**src/rtl/alu_pkg.sv**
```systemverilog
`default_nettype none
// ============================================================================
//  Module      : alu_pkg
//  Description : Shared definitions for the ALU operand-capture / issue
//                stage: default bus and opcode widths, carry-select codes,
//                the operand-state encoding and the carry-in resolver.
//  Revision    : 1.0  initial release
// ============================================================================
package alu_pkg;

    localparam int c_data_w_dflt = 8;
    localparam int c_op_w_dflt   = 4;

    // Carry-select codes, indexed by {AC7_CS1, AC6_CS0}
    localparam logic [1:0] CS_ZERO   = 2'd0;
    localparam logic [1:0] CS_CARRYA = 2'd1;
    localparam logic [1:0] CS_CARRYL = 2'd2;
    localparam logic [1:0] CS_ONE    = 2'd3;

    // Operand state, encoded as {LHS available, RHS available}
    typedef enum logic [1:0] {
        OPND_EMPTY    = 2'b00,
        OPND_RHS_ONLY = 2'b01,
        OPND_LHS_ONLY = 2'b10,
        OPND_FULL     = 2'b11
    } opnd_state_e;

    function automatic logic carry_sel(input logic [1:0] cs,
                                       input logic       carry_a,
                                       input logic       carry_l);
        logic w_c;
        w_c = 1'b0;
        case (cs)
            CS_ZERO:   w_c = 1'b0;
            CS_CARRYA: w_c = carry_a;
            CS_CARRYL: w_c = carry_l;
            CS_ONE:    w_c = 1'b1;
            default:   w_c = 1'b0;
        endcase
        return w_c;
    endfunction

endpackage
`default_nettype wire

```
**src/rtl/alu_input_if.sv**
```systemverilog
`default_nettype none
// ============================================================================
//  Module      : alu_input_if
//  Description : MainBus receive / execute-issue bundle for alu_input.
//                slave  : view of the issue stage (alu_input)
//                master : view of the bus driver / requester / execute unit
//  Revision    : 1.0  initial release
// ============================================================================
interface alu_input_if
    import alu_pkg::*;
#(
    parameter int DATA_W = c_data_w_dflt,
    parameter int OP_W   = c_op_w_dflt
) ();

    logic [DATA_W-1:0] MainBus;
    logic              Load_LHS;
    logic              Load_RHS;
    logic              Op_Valid;
    logic [OP_W-1:0]   Op_Code;
    logic              AC6_CS0;
    logic              AC7_CS1;
    logic              Flags_3_CarryA;
    logic              Flags_4_CarryL;
    logic              Op_Ready;
    logic              Exec_Valid;
    logic              Exec_Ready;
    logic [DATA_W-1:0] Exec_LHS;
    logic [DATA_W-1:0] Exec_RHS;
    logic [OP_W-1:0]   Exec_Op;
    logic              Exec_CarryIn;

    modport slave (
        input  MainBus, Load_LHS, Load_RHS, Op_Valid, Op_Code,
               AC6_CS0, AC7_CS1, Flags_3_CarryA, Flags_4_CarryL, Exec_Ready,
        output Op_Ready, Exec_Valid, Exec_LHS, Exec_RHS, Exec_Op, Exec_CarryIn
    );

    modport master (
        output MainBus, Load_LHS, Load_RHS, Op_Valid, Op_Code,
               AC6_CS0, AC7_CS1, Flags_3_CarryA, Flags_4_CarryL, Exec_Ready,
        input  Op_Ready, Exec_Valid, Exec_LHS, Exec_RHS, Exec_Op, Exec_CarryIn
    );

endinterface
`default_nettype wire

```
**src/rtl/alu_operand_reg.sv**
```systemverilog
`default_nettype none
// ============================================================================
//  Module      : alu_operand_reg
//  Description : One operand slot: data register, valid bit and (optional)
//                bus bypass. Used once for LHS and once for RHS.
//  Ports       : clk, rst     clock, synchronous active-high reset
//                i_load       capture i_bus this cycle
//                i_bus        MainBus value
//                i_consume    operation accepted this cycle
//                o_value      operand value presented to the issue mux
//                o_avail      operand is usable this cycle
//  Macro       : ALU_INPUT_BYPASS_EN - a load is usable in its own cycle and
//                is consumed by a same-cycle accept.
//  Revision    : 1.0  initial release
// ============================================================================
module alu_operand_reg #(
    parameter int DATA_W = 8
) (
    input  wire logic              clk,
    input  wire logic              rst,
    input  wire logic              i_load,
    input  wire logic [DATA_W-1:0] i_bus,
    input  wire logic              i_consume,
    output logic      [DATA_W-1:0] o_value,
    output logic                   o_avail
);

    logic [DATA_W-1:0] r_data;
    logic              r_valid;

    always_ff @(posedge clk) begin
        if (rst) begin
            r_data  <= '0;
            r_valid <= 1'b0;
        end else begin
            if (i_load) begin
                r_data <= i_bus;
            end
`ifdef ALU_INPUT_BYPASS_EN
            // A same-cycle load was already forwarded to the accept, so the
            // consume takes precedence and the slot empties.
            if (i_consume) begin
                r_valid <= 1'b0;
            end else if (i_load) begin
                r_valid <= 1'b1;
            end
`else
            // The accept used the old value; a same-cycle load is a fresh
            // operand for the next operation.
            if (i_load) begin
                r_valid <= 1'b1;
            end else if (i_consume) begin
                r_valid <= 1'b0;
            end
`endif
        end
    end

`ifdef ALU_INPUT_BYPASS_EN
    assign o_avail = r_valid | i_load;
    assign o_value = i_load ? i_bus : r_data;
`else
    assign o_avail = r_valid;
    assign o_value = r_data;
`endif

endmodule
`default_nettype wire

```
**src/rtl/alu_input.sv**
```systemverilog
`default_nettype none
// ============================================================================
//  Module      : alu_input
//  Description : ALU operand-capture and issue stage. Latches LHS/RHS from
//                MainBus on load strobes, and when an operation request
//                arrives with both operands present, issues one registered
//                operation (operands, opcode, resolved carry-in) to execute
//                over a valid/ready handshake.
//  Ports       : AluClock     clock
//                Reset        synchronous active-high reset
//                bus          alu_input_if.slave (MainBus, loads, request,
//                             carry select/flags, execute handshake/outputs)
//  Macro       : ALU_INPUT_BYPASS_EN - forward MainBus straight into the
//                issue register on a same-cycle load; 1-cycle cadence.
//  Revision    : 1.0  initial release
// ============================================================================
module alu_input
    import alu_pkg::*;
#(
    parameter int DATA_W = c_data_w_dflt,
    parameter int OP_W   = c_op_w_dflt
) (
    input wire logic    AluClock,
    input wire logic    Reset,
    alu_input_if.slave  bus
);

    logic [DATA_W-1:0] w_lhs_value;
    logic [DATA_W-1:0] w_rhs_value;
    logic              w_lhs_avail;
    logic              w_rhs_avail;
    opnd_state_e       w_opnd_state;
    logic              w_slot_free;
    logic              w_op_ready;
    logic              w_accept;
    logic              w_carry_in;

    logic              r_exec_valid;
    logic [DATA_W-1:0] r_exec_lhs;
    logic [DATA_W-1:0] r_exec_rhs;
    logic [OP_W-1:0]   r_exec_op;
    logic              r_exec_carry;

    alu_operand_reg #(.DATA_W(DATA_W)) u_lhs (
        .clk       (AluClock),
        .rst       (Reset),
        .i_load    (bus.Load_LHS),
        .i_bus     (bus.MainBus),
        .i_consume (w_accept),
        .o_value   (w_lhs_value),
        .o_avail   (w_lhs_avail)
    );

    alu_operand_reg #(.DATA_W(DATA_W)) u_rhs (
        .clk       (AluClock),
        .rst       (Reset),
        .i_load    (bus.Load_RHS),
        .i_bus     (bus.MainBus),
        .i_consume (w_accept),
        .o_value   (w_rhs_value),
        .o_avail   (w_rhs_avail)
    );

    assign w_opnd_state = opnd_state_e'({w_lhs_avail, w_rhs_avail});

    // The slot is free when empty or being drained this cycle, which allows
    // back-to-back replacement without a bubble.
    assign w_slot_free = ~r_exec_valid | bus.Exec_Ready;

    // Reset wins over everything, so no request is advertised during it.
    assign w_op_ready  = (w_opnd_state == OPND_FULL) & w_slot_free & ~Reset;
    assign w_accept    = bus.Op_Valid & w_op_ready;

    assign w_carry_in  = carry_sel({bus.AC7_CS1, bus.AC6_CS0},
                                   bus.Flags_3_CarryA, bus.Flags_4_CarryL);

    always_ff @(posedge AluClock) begin
        if (Reset) begin
            r_exec_valid <= 1'b0;
            r_exec_lhs   <= '0;
            r_exec_rhs   <= '0;
            r_exec_op    <= '0;
            r_exec_carry <= 1'b0;
        end else if (w_accept) begin
            r_exec_valid <= 1'b1;
            r_exec_lhs   <= w_lhs_value;
            r_exec_rhs   <= w_rhs_value;
            r_exec_op    <= bus.Op_Code;
            r_exec_carry <= w_carry_in;
        end else if (bus.Exec_Ready) begin
            r_exec_valid <= 1'b0;
        end
    end

    assign bus.Op_Ready     = w_op_ready;
    assign bus.Exec_Valid   = r_exec_valid;
    assign bus.Exec_LHS     = r_exec_lhs;
    assign bus.Exec_RHS     = r_exec_rhs;
    assign bus.Exec_Op      = r_exec_op;
    assign bus.Exec_CarryIn = r_exec_carry;

endmodule
`default_nettype wire

```
**src/flat_wrapper.sv**
```systemverilog
// flat-port wrapper written by rule: the top's interface ports become plain ports
module alu_input_flat import alu_pkg::*;
#(
    parameter int DATA_W = c_data_w_dflt,
    parameter int OP_W   = c_op_w_dflt
)
  (AluClock, Reset, bus_MainBus, bus_Load_LHS, bus_Load_RHS, bus_Op_Valid, bus_Op_Code, bus_AC6_CS0, bus_AC7_CS1, bus_Flags_3_CarryA, bus_Flags_4_CarryL, bus_Exec_Ready, bus_Op_Ready, bus_Exec_Valid, bus_Exec_LHS, bus_Exec_RHS, bus_Exec_Op, bus_Exec_CarryIn);
  alu_input_if #(.DATA_W(DATA_W), .OP_W(OP_W)) bus_i ();
  input wire logic AluClock;
  input wire logic Reset;
  input wire logic [$bits(bus_i.MainBus)-1:0] bus_MainBus;
  input wire logic [$bits(bus_i.Load_LHS)-1:0] bus_Load_LHS;
  input wire logic [$bits(bus_i.Load_RHS)-1:0] bus_Load_RHS;
  input wire logic [$bits(bus_i.Op_Valid)-1:0] bus_Op_Valid;
  input wire logic [$bits(bus_i.Op_Code)-1:0] bus_Op_Code;
  input wire logic [$bits(bus_i.AC6_CS0)-1:0] bus_AC6_CS0;
  input wire logic [$bits(bus_i.AC7_CS1)-1:0] bus_AC7_CS1;
  input wire logic [$bits(bus_i.Flags_3_CarryA)-1:0] bus_Flags_3_CarryA;
  input wire logic [$bits(bus_i.Flags_4_CarryL)-1:0] bus_Flags_4_CarryL;
  input wire logic [$bits(bus_i.Exec_Ready)-1:0] bus_Exec_Ready;
  output wire logic [$bits(bus_i.Op_Ready)-1:0] bus_Op_Ready;
  output wire logic [$bits(bus_i.Exec_Valid)-1:0] bus_Exec_Valid;
  output wire logic [$bits(bus_i.Exec_LHS)-1:0] bus_Exec_LHS;
  output wire logic [$bits(bus_i.Exec_RHS)-1:0] bus_Exec_RHS;
  output wire logic [$bits(bus_i.Exec_Op)-1:0] bus_Exec_Op;
  output wire logic [$bits(bus_i.Exec_CarryIn)-1:0] bus_Exec_CarryIn;
  assign bus_i.MainBus = bus_MainBus;
  assign bus_i.Load_LHS = bus_Load_LHS;
  assign bus_i.Load_RHS = bus_Load_RHS;
  assign bus_i.Op_Valid = bus_Op_Valid;
  assign bus_i.Op_Code = bus_Op_Code;
  assign bus_i.AC6_CS0 = bus_AC6_CS0;
  assign bus_i.AC7_CS1 = bus_AC7_CS1;
  assign bus_i.Flags_3_CarryA = bus_Flags_3_CarryA;
  assign bus_i.Flags_4_CarryL = bus_Flags_4_CarryL;
  assign bus_i.Exec_Ready = bus_Exec_Ready;
  assign bus_Op_Ready = bus_i.Op_Ready;
  assign bus_Exec_Valid = bus_i.Exec_Valid;
  assign bus_Exec_LHS = bus_i.Exec_LHS;
  assign bus_Exec_RHS = bus_i.Exec_RHS;
  assign bus_Exec_Op = bus_i.Exec_Op;
  assign bus_Exec_CarryIn = bus_i.Exec_CarryIn;
  alu_input #(.DATA_W(DATA_W), .OP_W(OP_W)) u_core (.AluClock(AluClock), .Reset(Reset), .bus(bus_i));
endmodule
```
**config.mk**
```make
export PLATFORM = sky130hd
export DESIGN_NAME = alu_input_flat
export DESIGN_NICKNAME = d
export VERILOG_FILES = /design/src/rtl/alu_pkg.sv /design/src/rtl/alu_input_if.sv /design/src/rtl/alu_operand_reg.sv /design/src/rtl/alu_input.sv /design/src/flat_wrapper.sv
export SDC_FILE = /design/constraint.sdc
export NUM_CORES = 1
export LEC_CHECK = 0
export ABC_CLOCK_PERIOD_IN_PS = 1200
export CORE_MARGIN = 2
export CORE_UTILIZATION = 25
export DETAILED_ROUTE_END_ITERATION = 6
export PLACE_DENSITY = 0.56
export SYNTH_ARGS = -nofsm -noshare
export SYNTH_HDL_FRONTEND = slang
export SYNTH_SLANG_ARGS = --single-unit
```
**constraint.sdc**
```tcl
create_clock -name AluClock -period 1.2 [get_ports AluClock]
set_clock_uncertainty 0.05 [all_clocks]
set_input_delay 0.18 -clock AluClock [delete_from_list [all_inputs] [get_ports AluClock]]
set_output_delay 0.18 -clock AluClock [all_outputs]
set_load 0.05 [all_outputs]
```
Yosys cells after proc, flatten, opt, wreduce, memory -nomap -nowiden

Index checks and enable logic that the tools add are counted.

Flip-flop bits (word level): 40
Bits of input ports: 22
Output and inout bits: 23
Word-level logic and storage cells: 29

Equality and inequality tests: 4
Multiplexer cells: 6
Bitwise logic cells: 6
Reductions and logical operators: 4

Operators with widths:

| operator                                                               | count |
|---|---|
| 2-bit equality test (second input constant)                            | 3 |
| 2-bit nonzero test                                                     | 3 |
| 1-bit 2-to-1 mux                                                       | 5 |
| 1-bit case mux with 4 select lines                                     | 1 |
| 1-bit AND                                                              | 3 |
| 2-bit by 1-bit equality test with 1-bit output (second input constant) | 1 |
| 2-bit zero test                                                        | 1 |
| 1-bit inverter                                                         | 2 |
| 1-bit OR                                                               | 1 |

Logic depth before layout (Yosys ltp)

Depth in word-level cells: 7
Depth in mapped cells: 5
Depth with buffers taken out: 3

Cells and area by module

From an unflattened synthesis, not the netlist that was laid out.

Cell total of the unflattened synthesis: 165
Area, all modules: 1541.5 µm²

Modules (own cells, without submodules):

| module          | times used | cells an instance | area an instance (µm²) | seq. area each (µm²) |
|---|---|---|---|---|
| alu_input       | 1          | 105               | 898.4                  | 440.4 |
| alu_operand_reg | 2          | 30                | 321.6                  | 180.2 |

Worst setup path before layout

Ideal clock, no wire load.

Path type: register -> output
Start point: register u_core.r_exec_valid, in the netlist u_core.bus.Exec_Valid
End point: output port bus_Op_Ready
Data arrival time: 2.000 ns
Required time: 0.970 ns
Path slack: -1.030 ns
Cell stages (with the launch flop): 4
Buffers on the path: 1
Path through: dfxtp_1 > and2b_1 > buf_2 > nor3_1

Cells in the longest elaborated chain, start to end: 4

RTL lines:

| element                  | RTL line           | RTL |
|---|---|---|
| start: declaration       | alu_input.sv:38    | `logic r_exec_valid;` |
| start signal: assignment | alu_input.sv:79    | `r_exec_valid <= 1'b0;` |
| start signal: assignment | alu_input.sv:85    | `r_exec_valid <= 1'b1;` |
| start signal: assignment | alu_input.sv:91    | `r_exec_valid <= 1'b0;` |
| 1-bit inverter           | alu_input.sv:68    | `assign w_slot_free = ~r_exec_valid \| bus.Exec_Ready;` |
| 1-bit OR                 | alu_input.sv:68    |  |
| 1-bit AND (2 in series)  | alu_input.sv:71    | `assign w_op_ready = (w_opnd_state == OPND_FULL) & w_slot_free & ~Reset;` |
| end: declaration         | flat_wrapper.sv:21 | `output wire logic [$bits(bus_i.Op_Ready)-1:0] bus_Op_Ready;` |

Every way passes these cells.

Worst setup path after layout

Start point: input port bus_Exec_Ready
End point: output port bus_Op_Ready

Cells in the longest elaborated chain, start to end: 3

RTL lines:

| element                 | RTL line           | RTL |
|---|---|---|
| start: declaration      | flat_wrapper.sv:20 | `input wire logic [$bits(bus_i.Exec_Ready)-1:0] bus_Exec_Ready;` |
| 1-bit OR                | alu_input.sv:68    |  |
| 1-bit AND (2 in series) | alu_input.sv:71    |  |

Every way passes these cells.

==> reports/qor.yml <==
status: "finished, violations left"
violations: "negative setup slack"
ys_seq_area_share_pct: 52.5
power.density_nw_per_um2: 931
synthCells: 165
gp_congestion: 0.763
maxSlewViolCount: 0
worst_setup_path_start_kind: "input pin"
clk_pin_slew_worst_paths_ns: 0.07
critPathCaptureType: "primary output"
synth_top_cell_area_share_pct: 52.5
cp_num_cells: 4
cts_root_buf: "clkbuf_8"
rsz0062_at_grt: "true"
clkLatencyLatePin_ns: 0.28
antenna_cells: 0
hold_class: "input pin to flop"
maxCapViolations: 0
avgSynthCellArea_um2: 9.25
slowest_delay_ns: 0.47
synthArstFlopShare_pct: 0
die_h_um: 82.1
die_area_um2: 6750
crit_buf_inv: 2
wl_per_cell_um: 13.4
cts_buffers: 5
grt_pass1_wl_mm: 6.01
synth.most_common_cell: "dfxtp_1"
fin_util_pct: 45.7
drt_iter0_drc: 47
synth_cell_types: 19
antenna_found_initial: 0
worstPathArrival_ns: 1.21
placed_area_um2: 2370
num_vias: 1370
fin_crit_ns: 1.44
grt_max_degree: 28
routed_via_density: 4.71
drc: 0
slowest_stage: "clkdlybuf4s50_1"
fp.coreArea_um2: 5920
grt_use_total_pct: 11.7
cts.sinks: 40
final_nets: 238
synth_seq_cells: 40
synth_top_flop_cell: "dfxtp_1"
finalSetupTns_ns: -0.266
worst_slack_ns: -0.242
relSlewSlack_pct: 77.1
fin_crit_sh_pct: 120
fin_area_um2: 2710
grt_pass1_vias: 1265
fp.dieW_um: 82.1
p_leak_nw: 0.984
setup_violations: 9
start_util_pct: 25.8
cts_htree_levels: 2
path_class: "input pin to primary output"
clk_path_buf_depth: 2
drtAntennaViolNets: 0
cp_max_fo: 3
port_buffers: 44
cp.required_ns: 0.97
synth_edf_count: 0
fp-row-count: 28
drive_above_1_share_pct: 38.9
hold_viol: 0
synthesis.nets: 187
cts_tree: "built"
peakVddDrop_uv: 516
grt.overflow.total: 0
path_delay_family: "buffers and inverters"
cts_hold_buf: 0
io_pins: 45
yosysWarnings: 0
whs_path_depth: 3
netlist_area_um2: 1530
synthToLayoutAreaGrowth_pct: 77.2
wl_mm: 3.90
synth_area_leaders: "dfxtp_1 52%, mux2i_1 10%, a21oi_1 7.9%, nand3_1 6.6%, o21ai_0 5.2%"
fmax_mhz: 694
yosysTopAreaCell: "dfxtp_1"
firstDrtPassIters: 4
crit_chain: "clkdlybuf4s50_1 > and2b_1 > nor3_4 > buf_12"
r2r_cells: 4
synth_common_cells: "40 x dfxtp_1, 24 x a21oi_1, 20 x nand3_1"
worst_slew_pin_slew_ns: 0.343
hpwlAfterDp_mm: 2.64
## layout by cell type, fill, tap and decap left out, types with 2 or more instances in the layout
cell              n
dfxtp_1          37
buf_12           28
clkdlybuf4s50_1  19
nor2_1           17
mux2i_1          16
a21oi_1          13
a21oi_2          11
o21ai_2          10
nand3_4           9
o21ai_1           9
nand3_1           8
buf_4             8
clkbuf_8          5
o21ai_0           4
nand3_2           3
dfxtp_4           3
nand2_1           2
inv_1             2
dlygate4sd2_1     2
## layout make-up
| class | instances | area, µm² |
|---|---|---|
| fillers | 532 | 3220 |
| repair buffers | 59 | 865 |
| multi-input cells | 108 | 850 |
| flip-flops and latches | 40 | 812 |
| well taps | 75 | 93.8 |
| clock buffers | 6 | 72.6 |
| inverters | 2 | 7.51 |
| clock inverters | 1 | 5.00 |
## kinds of logic (layout without fill, tap and decap cells)
family	count (synthesis)	after routing	synth area share, %
flip-flops	40	40	52.5
buffers and inverters	17	68	6.31
AND/OR/NAND/NOR	44	44	14.8
AO/OA/AOI/OAI	48	48	16.0
multiplexers	16	16	10.5
## tightest hold or removal path, stage by stage
cell	delay, ns
clkdlybuf4s50_1	0.40
nand3_1	0.06
a21oi_1	0.05
## layer usage
layer  vias to the layer above  share of wire [%]  GRT usage [%]
met2                        29                 50           18.5
met4                         0               0.41           3.50
met1                       655                 44           15.2
met3                         2                5.1           3.80
li1                        684                  -              -
met5                         -                  0              0
## state kept, by name (all words and copies together) (netlist names)
signal / count
u_core.bus.Exec_CarryIn: 1
u_core.bus.Exec_LHS: 8
u_core.bus.Exec_Op: 4
u_core.bus.Exec_RHS: 8
u_core.bus.Exec_Valid: 1
u_core.u_lhs.o_avail: 1
u_core.u_lhs.o_value: 8
u_core.u_rhs.o_avail: 1
u_core.u_rhs.o_value: 8
## path summary, 6_finish.rpt
| kind | startpoint | endpoint | slack (ns) |
|---|---|---|---|
| max | bus_Exec_Ready | bus_Op_Ready | -0.24 |
| min | bus_Op_Code[2] | u_core.bus.Exec_Op[2] | 0.40 |
| max reg2reg | u_core.u_rhs.o_avail | u_core.bus.Exec_LHS[2] | -0.01 |
| min reg2reg | u_core.u_rhs.o_value[4] | u_core.bus.Exec_RHS[4] | 0.42 |
## power breakdown
group	total [mW]	internal [mW]	switching, mW	leakage (nW)
combinational	0.303	0.165	0.138	0.614
clock	0.811	0.395	0.417	0.0410
sequential	1.40	1.37	0.0369	0.328
total	2.52	1.93	0.592	0.984
## timing repair
action                     in CTS  in global routing
pin swaps                       1                 16
resized for setup               7                 55
hold endpoints to repair        0                  0
setup endpoints to repair      21                 21
setup buffers                   0                  2
gates cloned                    0                  1
## through the flow
stage          worst slack (ns)  instances  hold slack, ns  power (mW)
2_1_floorplan            -0.185        165           0.277        1.55
3_3_place_gp             -0.338        281           0.403        1.70
3_5_place_dp             -0.346        281           0.408        1.70
4_1_cts                  -0.261        288           0.397        2.51
5_1_grt                  -0.285        291           0.411        2.63
6_report                 -0.242        291           0.402        2.52
Note: power is estimated with default switching activity, not from simulation.
